`src/rtl/matmul_seq_if.sv`:
```
// Valid/ready word stream used for the X/Y load path and the Z result path of matmul_seq.
interface matmul_seq_if #(
    parameter int unsigned DATA_WIDTH = 32
) ();
    logic [DATA_WIDTH-1:0] data;
    logic                  valid;
    logic                  ready;

    modport master (output data, output valid, input ready);
    modport slave  (input data, input valid, output ready);
endinterface

```
`src/rtl/matmul_seq.sv`:
```
// Host-side sequencer: loads X/Y BRAMs from one stream, kicks the matmul engine, drains Z.
// Optional compute-cycle counter enabled by defining MATMUL_SEQ_PERF_EN.
module matmul_seq #(
    parameter int unsigned DATA_WIDTH  = 32,
    parameter int unsigned ADDR_WIDTH  = 6,
    parameter int unsigned VECTOR_SIZE = 8
) (
    input  logic                  clk,
    input  logic                  rst,
    matmul_seq_if.slave           xy_stream,
    matmul_seq_if.master          z_stream,
    output logic [DATA_WIDTH-1:0] x_din,
    output logic [ADDR_WIDTH-1:0] x_wr_addr,
    output logic                  x_wr_en,
    output logic [DATA_WIDTH-1:0] y_din,
    output logic [ADDR_WIDTH-1:0] y_wr_addr,
    output logic                  y_wr_en,
    output logic                  mm_start,
    input  logic                  mm_done,
    output logic [ADDR_WIDTH-1:0] z_rd_addr,
    input  logic [DATA_WIDTH-1:0] z_dout,
    output logic                  busy,
    output logic                  job_done
`ifdef MATMUL_SEQ_PERF_EN
    ,
    output logic [31:0]           compute_cycles
`endif
);
    localparam int unsigned N  = VECTOR_SIZE * VECTOR_SIZE;
    localparam int unsigned CW = ADDR_WIDTH + 1;

    typedef enum logic [2:0] {
        IDLE    = 3'd0,
        LOAD_X  = 3'd1,
        LOAD_Y  = 3'd2,
        START   = 3'd3,
        COMPUTE = 3'd4,
        DRAIN   = 3'd5
    } state_t;

    state_t                state;
    logic [CW-1:0]         ld_cnt;
    logic [CW-1:0]         rd_cnt;
    logic [CW-1:0]         pop_cnt;
    logic                  done_q;
    logic                  inflight;
    logic [1:0]            occ;
    logic                  wr_ptr;
    logic                  rd_ptr;
    logic [DATA_WIDTH-1:0] fifo [2];

    logic                  hs;
    logic                  pop;
    logic                  issue;
    logic [2:0]            pending;

    // Stream handshakes and BRAM write port decode
    assign xy_stream.ready = (state == LOAD_X) || (state == LOAD_Y);
    assign hs              = xy_stream.valid && xy_stream.ready;
    assign x_wr_en         = xy_stream.valid && (state == LOAD_X);
    assign y_wr_en         = xy_stream.valid && (state == LOAD_Y);
    assign x_din           = xy_stream.data;
    assign y_din           = xy_stream.data;
    assign x_wr_addr       = ld_cnt[ADDR_WIDTH-1:0];
    assign y_wr_addr       = ld_cnt[ADDR_WIDTH-1:0];

    assign z_stream.valid  = (occ != 2'd0);
    assign z_stream.data   = fifo[rd_ptr];
    assign pop             = z_stream.valid && z_stream.ready;

    // A read may only launch if its word is guaranteed a FIFO slot when it lands
    assign pending   = 3'(occ) + 3'(inflight);
    assign issue     = (state == DRAIN) && (rd_cnt < CW'(N)) && (pending < (3'd2 + 3'(pop)));
    assign z_rd_addr = (state == DRAIN) ? rd_cnt[ADDR_WIDTH-1:0] : '0;

    assign mm_start  = (state == START);
    assign busy      = (state != IDLE);

    always_ff @(posedge clk or posedge rst) begin
        if (rst) begin
            state    <= IDLE;
            ld_cnt   <= '0;
            rd_cnt   <= '0;
            pop_cnt  <= '0;
            done_q   <= 1'b0;
            inflight <= 1'b0;
            occ      <= 2'd0;
            wr_ptr   <= 1'b0;
            rd_ptr   <= 1'b0;
            fifo[0]  <= '0;
            fifo[1]  <= '0;
            job_done <= 1'b0;
        end else begin
            done_q   <= mm_done;
            job_done <= 1'b0;
            inflight <= issue;
            occ      <= occ + 2'(inflight) - 2'(pop);
            if (inflight) begin
                fifo[wr_ptr] <= z_dout;
                wr_ptr       <= ~wr_ptr;
            end
            if (pop) begin
                rd_ptr <= ~rd_ptr;
            end

            case (state)
                IDLE: begin
                    ld_cnt  <= '0;
                    rd_cnt  <= '0;
                    pop_cnt <= '0;
                    state   <= LOAD_X;
                end
                LOAD_X, LOAD_Y: begin
                    if (hs) begin
                        if (ld_cnt == CW'(N - 1)) begin
                            ld_cnt <= '0;
                            state  <= (state == LOAD_X) ? LOAD_Y : START;
                        end else begin
                            ld_cnt <= ld_cnt + CW'(1);
                        end
                    end
                end
                START: begin
                    state <= COMPUTE;
                end
                COMPUTE: begin
                    // Only a fresh rising edge counts; a level left over from the last job is ignored
                    if (mm_done && !done_q) begin
                        state <= DRAIN;
                    end
                end
                DRAIN: begin
                    if (issue) begin
                        rd_cnt <= rd_cnt + CW'(1);
                    end
                    if (pop) begin
                        if (pop_cnt == CW'(N - 1)) begin
                            state    <= IDLE;
                            job_done <= 1'b1;
                        end else begin
                            pop_cnt <= pop_cnt + CW'(1);
                        end
                    end
                end
                default: begin
                    state <= IDLE;
                end
            endcase
        end
    end

`ifdef MATMUL_SEQ_PERF_EN
    // Engine latency: cleared at START, saturating count of COMPUTE cycles
    always_ff @(posedge clk or posedge rst) begin
        if (rst) begin
            compute_cycles <= '0;
        end else if (state == START) begin
            compute_cycles <= '0;
        end else if ((state == COMPUTE) && (compute_cycles != 32'hFFFF_FFFF)) begin
            compute_cycles <= compute_cycles + 32'd1;
        end
    end
`endif

endmodule
```
`src/flat_wrapper.sv`:
```
// flat-port wrapper written by rule: the top's interface ports become plain ports
module matmul_seq_flat 
#(
    parameter int unsigned DATA_WIDTH  = 32,
    parameter int unsigned ADDR_WIDTH  = 6,
    parameter int unsigned VECTOR_SIZE = 8
)
  (clk, rst, x_din, x_wr_addr, x_wr_en, y_din, y_wr_addr, y_wr_en, mm_start, mm_done, z_rd_addr, z_dout, busy, job_done, xy_stream_data, xy_stream_valid, xy_stream_ready, z_stream_data, z_stream_valid, z_stream_ready);
  matmul_seq_if #(.DATA_WIDTH(DATA_WIDTH)) xy_stream_i ();
  matmul_seq_if #(.DATA_WIDTH(DATA_WIDTH)) z_stream_i ();
  input  logic clk;
  input  logic rst;
  output logic [DATA_WIDTH-1:0] x_din;
  output logic [ADDR_WIDTH-1:0] x_wr_addr;
  output logic x_wr_en;
  output logic [DATA_WIDTH-1:0] y_din;
  output logic [ADDR_WIDTH-1:0] y_wr_addr;
  output logic y_wr_en;
  output logic mm_start;
  input  logic mm_done;
  output logic [ADDR_WIDTH-1:0] z_rd_addr;
  input  logic [DATA_WIDTH-1:0] z_dout;
  output logic busy;
  output logic job_done;
  input wire logic [$bits(xy_stream_i.data)-1:0] xy_stream_data;
  input wire logic [$bits(xy_stream_i.valid)-1:0] xy_stream_valid;
  output wire logic [$bits(xy_stream_i.ready)-1:0] xy_stream_ready;
  output wire logic [$bits(z_stream_i.data)-1:0] z_stream_data;
  output wire logic [$bits(z_stream_i.valid)-1:0] z_stream_valid;
  input wire logic [$bits(z_stream_i.ready)-1:0] z_stream_ready;
  assign xy_stream_i.data = xy_stream_data;
  assign xy_stream_i.valid = xy_stream_valid;
  assign xy_stream_ready = xy_stream_i.ready;
  assign z_stream_data = z_stream_i.data;
  assign z_stream_valid = z_stream_i.valid;
  assign z_stream_i.ready = z_stream_ready;
  matmul_seq #(.DATA_WIDTH(DATA_WIDTH), .ADDR_WIDTH(ADDR_WIDTH), .VECTOR_SIZE(VECTOR_SIZE)) u_core (.clk(clk), .rst(rst), .xy_stream(xy_stream_i), .z_stream(z_stream_i), .x_din(x_din), .x_wr_addr(x_wr_addr), .x_wr_en(x_wr_en), .y_din(y_din), .y_wr_addr(y_wr_addr), .y_wr_en(y_wr_en), .mm_start(mm_start), .mm_done(mm_done), .z_rd_addr(z_rd_addr), .z_dout(z_dout), .busy(busy), .job_done(job_done));
endmodule
```
`config.mk`:
```
export PLATFORM = sky130hd
export DESIGN_NAME = matmul_seq_flat
export DESIGN_NICKNAME = d
export VERILOG_FILES = /design/src/rtl/matmul_seq_if.sv /design/src/rtl/matmul_seq.sv /design/src/flat_wrapper.sv
export SDC_FILE = /design/constraint.sdc
export NUM_CORES = 1
export LEC_CHECK = 0
export BUFFER_PORTS_ARGS = -buffer_cell sky130_fd_sc_hd__buf_2
export CAP_MARGIN = 20
export CELL_PAD_IN_SITES_DETAIL_PLACEMENT = 1
export CELL_PAD_IN_SITES_GLOBAL_PLACEMENT = 2
export CORE_MARGIN = 1
export CORE_UTILIZATION = 33
export DETAILED_ROUTE_END_ITERATION = 10
export PLACE_DENSITY_LB_ADDON = 0.1
export RECOVER_POWER = 25
export SLEW_MARGIN = 20
export SYNTH_ARGS = -nofsm -noshare
export SYNTH_HDL_FRONTEND = slang
export SYNTH_SLANG_ARGS = --single-unit
```
`constraint.sdc`:
```
create_clock -name clk -period 7.2 [get_ports clk]
set_input_delay 0.72 -clock clk [delete_from_list [all_inputs] [get_ports clk]]
set_output_delay 0.72 -clock clk [all_outputs]
set_load 0.01 [all_outputs]
```
==> summary.txt, run 1 <==
CTS
  – CTS buffer count: 9
  – Root Driver: clkbuf_16
  – Worst-path clk slew: 0.07 ns
  – Post_cts resized: 0
  – Clock Tree Buf Depth: 2
  – Hold Buf Count CTS: 0
  – Post-CTS Setup Bufs: 0
  – Clock tree sinks: 95
  – Clk Latency, worst-skew pair: between 0.3 and 0.4 ns
  – CTS tree: yes
  – H-tree Lvls: 3

Synthesis
  – Avg Cell Area, Syn: 11.7 um2
  – Synth cell types: 45
  – Synth Instances: about 430
  – Synth Net Count: approximately 500
  – Sequential share of the synthesized area: 0.477
  – Synth Register Bits: 95
  – YS warnings: 0
  – Ys async rst share: 1.00
  – Post-synth EDFFs: 0
  – Most used DFF post-synth: dfrtp_1
  – Mapped Area: 4980 um2

Timing
  – RSZ-0062 raised after global routing: no
  – Maximum clock rate: about 0.4 GHz
  – Fin. max-slew vios: 0
  – Slew headroom: 0.226
  – Period utilization: 0.339
  – Slew @ Worst Pin: ~1.2 ns
  – Final setup vio count: 0
  – Fin. Hold Viols: 0
  – Final WS setup: between 4 and 5 ns
  – Hold WS: approximately 0.47 ns
  – Worst Skew: between 0.008 and 0.009 ns
  – Final setup TNS: 0 ns
  – Final min period: around 2.4 ns

Critical path
  – Setup crit end kind: output pin
  – Worst reg2reg path endpoint: u_core.occ[1]$_DFF_PP0_
  – Critical path launch point type: flop
  – R2r setup slk: just over 5 ns
  – Slowest Stage Delay on Critical Path: ~0.58 ns
  – CP required: roughly 6.5 ns
  – Reg-to-reg startpoint: u_core.occ[1]$_DFF_PP0_
  – Crit path kind: flop to output pin
  – Worst-path fanout max: 11
  – Critical path arrival: 1.72 ns
  – Ordered cell list for the critical path: and3b_1 -> and2_1 -> buf_2
  – Reg2reg path depth: 7
  – CP max stage cell: dfrtp_1

Die
  – Die W: roughly 120 um
  – IO Pins: between 150 and 200
  – Starting Density: 0.340
  – Site Rows: 44
  – Chip height: between 100 and 150 um
  – Core area: around 15,000 um2
  – Area of the die: around 16,000 um2

Global routing
  – Antenna violations before repair: 0
  – First-pass GRT wire length: approximately 17,000 um
  – Largest net degree at the start of global routing: between 70 and 80
  – Vias in the first global route: between 3,000 and 4,000
  – Total gr overflow: 0
  – Total GRT Usage: 0.143

Route
  – DR vias/cell: 4.80
  – Average routed wire per standard cell: 16.0 um
  – Final wirelength: roughly 10,000 um
  – TritonRoute pass-1 iters: 7
  – DR iter-0 viols: 158
  – Via count: ~3,000
  – DRC viols: 26
  – Routed Antenna Nets: 0

Placed design
  – Placement Setup Slack: a little under 5 ns
  – Port bufs: 93
  – Final HPWL DP: 6660 um
  – RePlAce Congestion: 0.688

Pwr
  – Pwr Total: between 2 and 2.5 mW
  – Leak: roughly 2.5 nW
  – Worst vdd ir: 0.157 mV
  – PD cells: between 400 and 500 nW/um2

Finish
  – Synth-to-layout area growth: 7.44%
  – ANT cells: 0
  – Share of cells above drive strength 1: 0.483
  – Final nets: ~520
  – Most frequent cells in the layout: mux2_2 (95), dfrtp_1 (95), buf_2 (93)
  – Final core occ: 0.365

Flow run
  – Max Cap Viol: 0

Outcome
  – Violated checks: DRC
  – Status: finished, violations left

Min path
  – Hold EP: u_core.rd_ptr$_DFFE_PP0P_
  – Worst hold path type: flop to flop
  – Start point of the worst min-delay path: u_core.rd_ptr$_DFFE_PP0P_
  – Worst hold stages: 1
logic make-up after synthesis:
group,count (synthesis),share of synthesized area
multiplexers,98,0.221
buffers and inverters,104,0.142
AND/OR/NAND/NOR,70,0.0711
XOR/XNOR,9,0.0158
adder cells (fa/ha/maj),7,0.0176
flip-flops,95,0.477
AO/OA/AOI/OAI,43,0.0553
stage by stage:
| stage | instance area [um2] | cells |
|---|---|---|
| global placement | 5040 | 613 |
| floorplan | 4980 | 426 |
| finish | 5350 | 629 |
| CTS | 5350 | 629 |
| global route | 5350 | 629 |
| detailed placement | 5040 | 613 |
layer usage:
| metal | share of wire | wire, um | up-vias | track usage |
|---|---|---|---|---|
| met5 | 0 | 0 | - | 0 |
| met4 | 0.015 | 154 | 0 | 0.0502 |
| met3 | 0.061 | 611 | 13 | 0.0430 |
| met2 | 0.47 | 4730 | 75 | 0.222 |
| met1 | 0.46 | 4600 | 1517 | 0.188 |
| li1 | - | - | 1413 | - |
final cells by class:
| type | count | area (um2) |
|---|---|---|
| clock buffer | 10 | 239 |
| clock inverter | 6 | 73.8 |
| fill | 1599 | 9290 |
| inverter | 11 | 42.5 |
| multi-input combinational | 227 | 1900 |
| sequential | 95 | 2380 |
| tap | 184 | 230 |
| timing repair buffer | 96 | 488 |
how the worst max path moves through the flow:
stage / from / end
detailed placement: z_stream_ready / u_core.state[0]$_DFFE_PP0P_
finish: u_core.state[0]$_DFFE_PP0P_ / z_rd_addr[1]
floorplan: rst / u_core.done_q$_DFF_PP0_
global route: u_core.state[0]$_DFFE_PP0P_ / z_rd_addr[1]
CTS: u_core.state[0]$_DFFE_PP0P_ / z_rd_addr[1]
global placement: z_stream_ready / u_core.state[0]$_DFFE_PP0P_
cells in the mapped netlist, types with 2 or more instances:
cell type / number / area share
a21oi_1: 8 / 0.0080
mux2_2: 95 / 0.21
xnor2_1: 7 / 0.012
nand2b_1: 3 / 0.0038
buf_6: 3 / 0.0068
nand2_1: 19 / 0.014
a31oi_1: 2 / 0.0025
dfrtp_1: 95 / 0.48
inv_1: 10 / 0.0075
buf_1: 3 / 0.0023
buf_2: 6 / 0.0060
nor2_1: 16 / 0.012
buf_4: 76 / 0.11
ha_1: 7 / 0.018
and2_1: 8 / 0.010
and3_1: 2 / 0.0025
o41ai_1: 2 / 0.0035
nand4_1: 2 / 0.0025
nand3_1: 8 / 0.0080
nor3_1: 2 / 0.0020
o311a_1: 2 / 0.0040
xor2_1: 2 / 0.0035
clkbuf_1: 5 / 0.0038
o21ai_0: 20 / 0.020
o21a_1: 2 / 0.0030
mux2_1: 2 / 0.0045
critical path: cells and delay by family (launching register included):
kind	cells	cell delay (ns)
AND/OR/NAND/NOR	2	0.67
flip-flops	1	0.58
buffers and inverters	1	0.13
where the power goes:
group	total (mW)	internal (mW)	switching, mW	leakage [nW]
registers	0.900	0.760	0.140	1.16
logic	1.01	0.524	0.482	1.15
clock network	0.501	0.284	0.218	0.148
total	2.41	1.57	0.840	2.45
flip-flops by register name, indices dropped and copies added, names as in the netlist:
| signal | flops |
|---|---|
| u_core.rd_cnt | 7 |
| u_core.state | 3 |
| u_core.ld_cnt | 7 |
| u_core.job_done | 1 |
| u_core.inflight | 1 |
| u_core.done_q | 1 |
| u_core.pop_cnt | 7 |
| u_core.wr_ptr | 1 |
| u_core.occ | 2 |
| u_core.fifo | 64 |
| u_core.rd_ptr | 1 |
No activity file was read; power rests on OpenSTA's default activity.
==> inputs of run 2 (changes only) <==
- ABC_AREA: not set -> 1
- CORE_UTILIZATION: 33 -> 26
- clock period: 7.2 -> 2.2 ns (I/O delays scaled with it)
==> run 2 against run 1 <==
Against the previous run:
- the run now ends clean
- sequential power grew to 2.9 times the previous value
- die area grew 32%
- critical endpoint is now z_stream_data[12]
- final cell count grew 39%
- synthesized cell count grew 39%
- via count grew 23%
==> summary.txt, run 2 <==
Outcome
  – Status: complete, no violations

Synthesis
  – Synth Register Bits: 95
  – Count leader, synth: nand2_1
  – Post-synth EDFFs: 0
  – Synth Net Count: between 600 and 700
  – Top cells by count, synth: nand2_1 (134), dfrtp_1 (95), buf_4 (78)
  – Dominant cells by area after synthesis: dfrtp_1 (46%), buf_4 (11%), nand2_1 (9.7%)
  – Synth cell types: 34
  – Mapped Area: just over 5000 um2
  – Biggest area consumer among synthesized cells: dfrtp_1
  – Ys async rst share: 1.00
  – Post-synth top area share: 0.459
  – Most used DFF post-synth: dfrtp_1
  – YS warnings: 0
  – Sequential share of the synthesized area: 0.459
  – Avg Cell Area, Syn: a little under 9 um2
  – Synth Instances: between 500 and 600

Route
  – TritonRoute pass-1 iters: 6
  – DR iter-0 viols: ~120
  – DRC viols: 0
  – Via count: about 3,700
  – Final wirelength: 12,100 um
  – DR vias/cell: roughly 4.3
  – Average routed wire per standard cell: 13.8 um
  – Routed Antenna Nets: 0

Finish
  – Largest register by flop count: u_core.fifo
  – Largest register FFs: 64
  – Fill cells: 2,355
  – Fin area: about 5700 um2
  – ANT cells: 0
  – Share of cells above drive strength 1: 0.292
  – Final core occ: 0.291
  – Synth-to-layout area growth: 9.63%
  – Most frequent cells in the layout: nand2_1 (133), dfrtp_1 (94), buf_2 (92)
  – Final nets: approximately 700
  – Leading cell type in the layout, fill and taps excluded: nand2_1

CTS
  – H-tree Lvls: 3
  – CTS tree: yes
  – Post-CTS Setup Bufs: 0
  – Root Driver: clkbuf_16
  – Hold Buf Count CTS: 1
  – Clk Latency, worst-skew pair: 0.34 ns
  – Worst-path clk slew: about 0.070 ns
  – Post_cts resized: 0
  – Clock tree sinks: 95
  – Clock Tree Buf Depth: 2
  – CTS buffer count: 9

Global routing
  – Total GRT Usage: 0.126
  – Total gr overflow: 0
  – Vias in the first global route: about 3,900
  – Antenna violations before repair: 2
  – First-pass GRT wire length: around 20,000 um
  – Largest net degree at the start of global routing: 96

Pwr
  – PD cells: around 1200 nW/um2
  – Pwr Total: 6.59 mW
  – Leak: between 2 and 3 nW
  – Worst vdd ir: 0.465 mV

Placed design
  – Placement Setup Slack: roughly 0.55 ns
  – RePlAce Congestion: roughly 0.7
  – Port bufs: a little over 90
  – Area post-placement: between 5000 and 6000 um2
  – Final HPWL DP: roughly 8300 um

Critical path
  – Reg-to-reg startpoint: u_core.state[0]$_DFFE_PP0P_
  – CP required: approximately 2.0 ns
  – Worst reg2reg path endpoint: u_core.ld_cnt[5]$_DFFE_PP0P_
  – R2r setup slk: roughly 0.55 ns
  – Worst-path fanout max: 14
  – Crit path from: u_core.rd_ptr$_DFFE_PP0P_
  – Critical path arrival: 1.72 ns
  – Setup crit end: z_stream_data[12]
  – Reg2reg path depth: 7
  – Critical path launch point type: flop
  – Crit path kind: flop to output pin
  – Setup crit end kind: output pin

Flow run
  – Max Cap Viol: 0

Timing
  – Final min period: between 1.5 and 2 ns
  – Final setup vio count: 0
  – Worst Skew: between 0.006 and 0.007 ns
  – Slew headroom: 0.0874
  – Maximum clock rate: 0.516 GHz
  – Fin. max-slew vios: 0
  – Fin. Hold Viols: 0
  – RSZ-0062 raised after global routing: no
  – Final setup TNS: 0 ns
  – Slew @ Worst Pin: between 1 and 1.5 ns
  – Final WS setup: between 0.2 and 0.3 ns
  – Period utilization: 0.881

Die
  – Starting Density: 0.265
  – IO Pins: 190
  – Site Rows: 51
  – Area of the die: roughly 21,000 um2
  – Core area: slightly below 20,000 um2
  – Die W: approximately 140 um
  – Chip height: roughly 140 um

Min path
  – Start point of the worst min-delay path: z_dout[20]
  – Worst hold path type: input pin to flop
[run 2: cell count changes after synthesis, sizes merged, moves of 4 or more]
cell   previous run  this run
nand3             8        20
o21ai            20        75
nand2            19       140
nor2             17        33
and2              8         0
xnor2             7         3
inv              11        64
mux2             97        32
[run 2: area by class of cell]
class | instances | area, um2 | share of cell area
inverter | 64 | 244 | 0.0429
clock inverter | 6 | 52.6 | 0.00925
multi-input combinational | 334 | 1880 | 0.331
sequential | 95 | 2380 | 0.419
tap | 265 | 332 | 0.0584
clock buffer | 10 | 239 | 0.0421
timing repair buffer | 100 | 557 | 0.0980
[run 2: report_power, final]
part	switching, mW	internal, mW
combinational	1.37	1.04
sequential	0.388	2.23
clock	0.737	0.817
[run 2: routing by layer]
metal / track usage / part of all wire / vias to the layer above
li1: - / - / 1821
met1: 0.164 / 0.48 / 1798
met2: 0.202 / 0.46 / 75
met3: 0.0282 / 0.044 / 19
met4: 0.0504 / 0.015 / 4
met5: 0 / 0.0022 / -
[run 2: how the worst min path moves through the flow]
stage                                   to  depth (start not counted)
2_1_floorplan      u_core.done_q$_DFF_PP0_                          0
3_3_place_gp       u_core.done_q$_DFF_PP0_                          1
3_5_place_dp       u_core.done_q$_DFF_PP0_                          1
4_1_cts        u_core.fifo[26]$_DFFE_PP0P_                          3
5_1_grt        u_core.fifo[46]$_DFFE_PP0P_                          3
6_report       u_core.fifo[52]$_DFFE_PP0P_                          3
[run 2: kinds of logic after synthesis]
logic type	after synthesis	share of synthesized area
adders and majority gates	7	0.0169
AOI/OAI and AO/OA	87	0.0905
DFF	95	0.459
and+or+nand+nor	201	0.173
muxes	32	0.0695
buffers and inverters	162	0.179
xor gates and xnor gates	7	0.0118
[run 2: per-stage QoR]
stage                     hold slack, ns  instances
final                              0.119        874
after floorplan                    0.251        591
after global placement             0.345        857
after global routing               0.118        874
after detailed placement           0.350        857
after CTS                         0.0597        874
[run 2: critical path: stages, from the launching register on]
cell	delay, ns
dfrtp_2	0.61
buf_4	0.25
mux2_2	0.35
buf_2	0.15
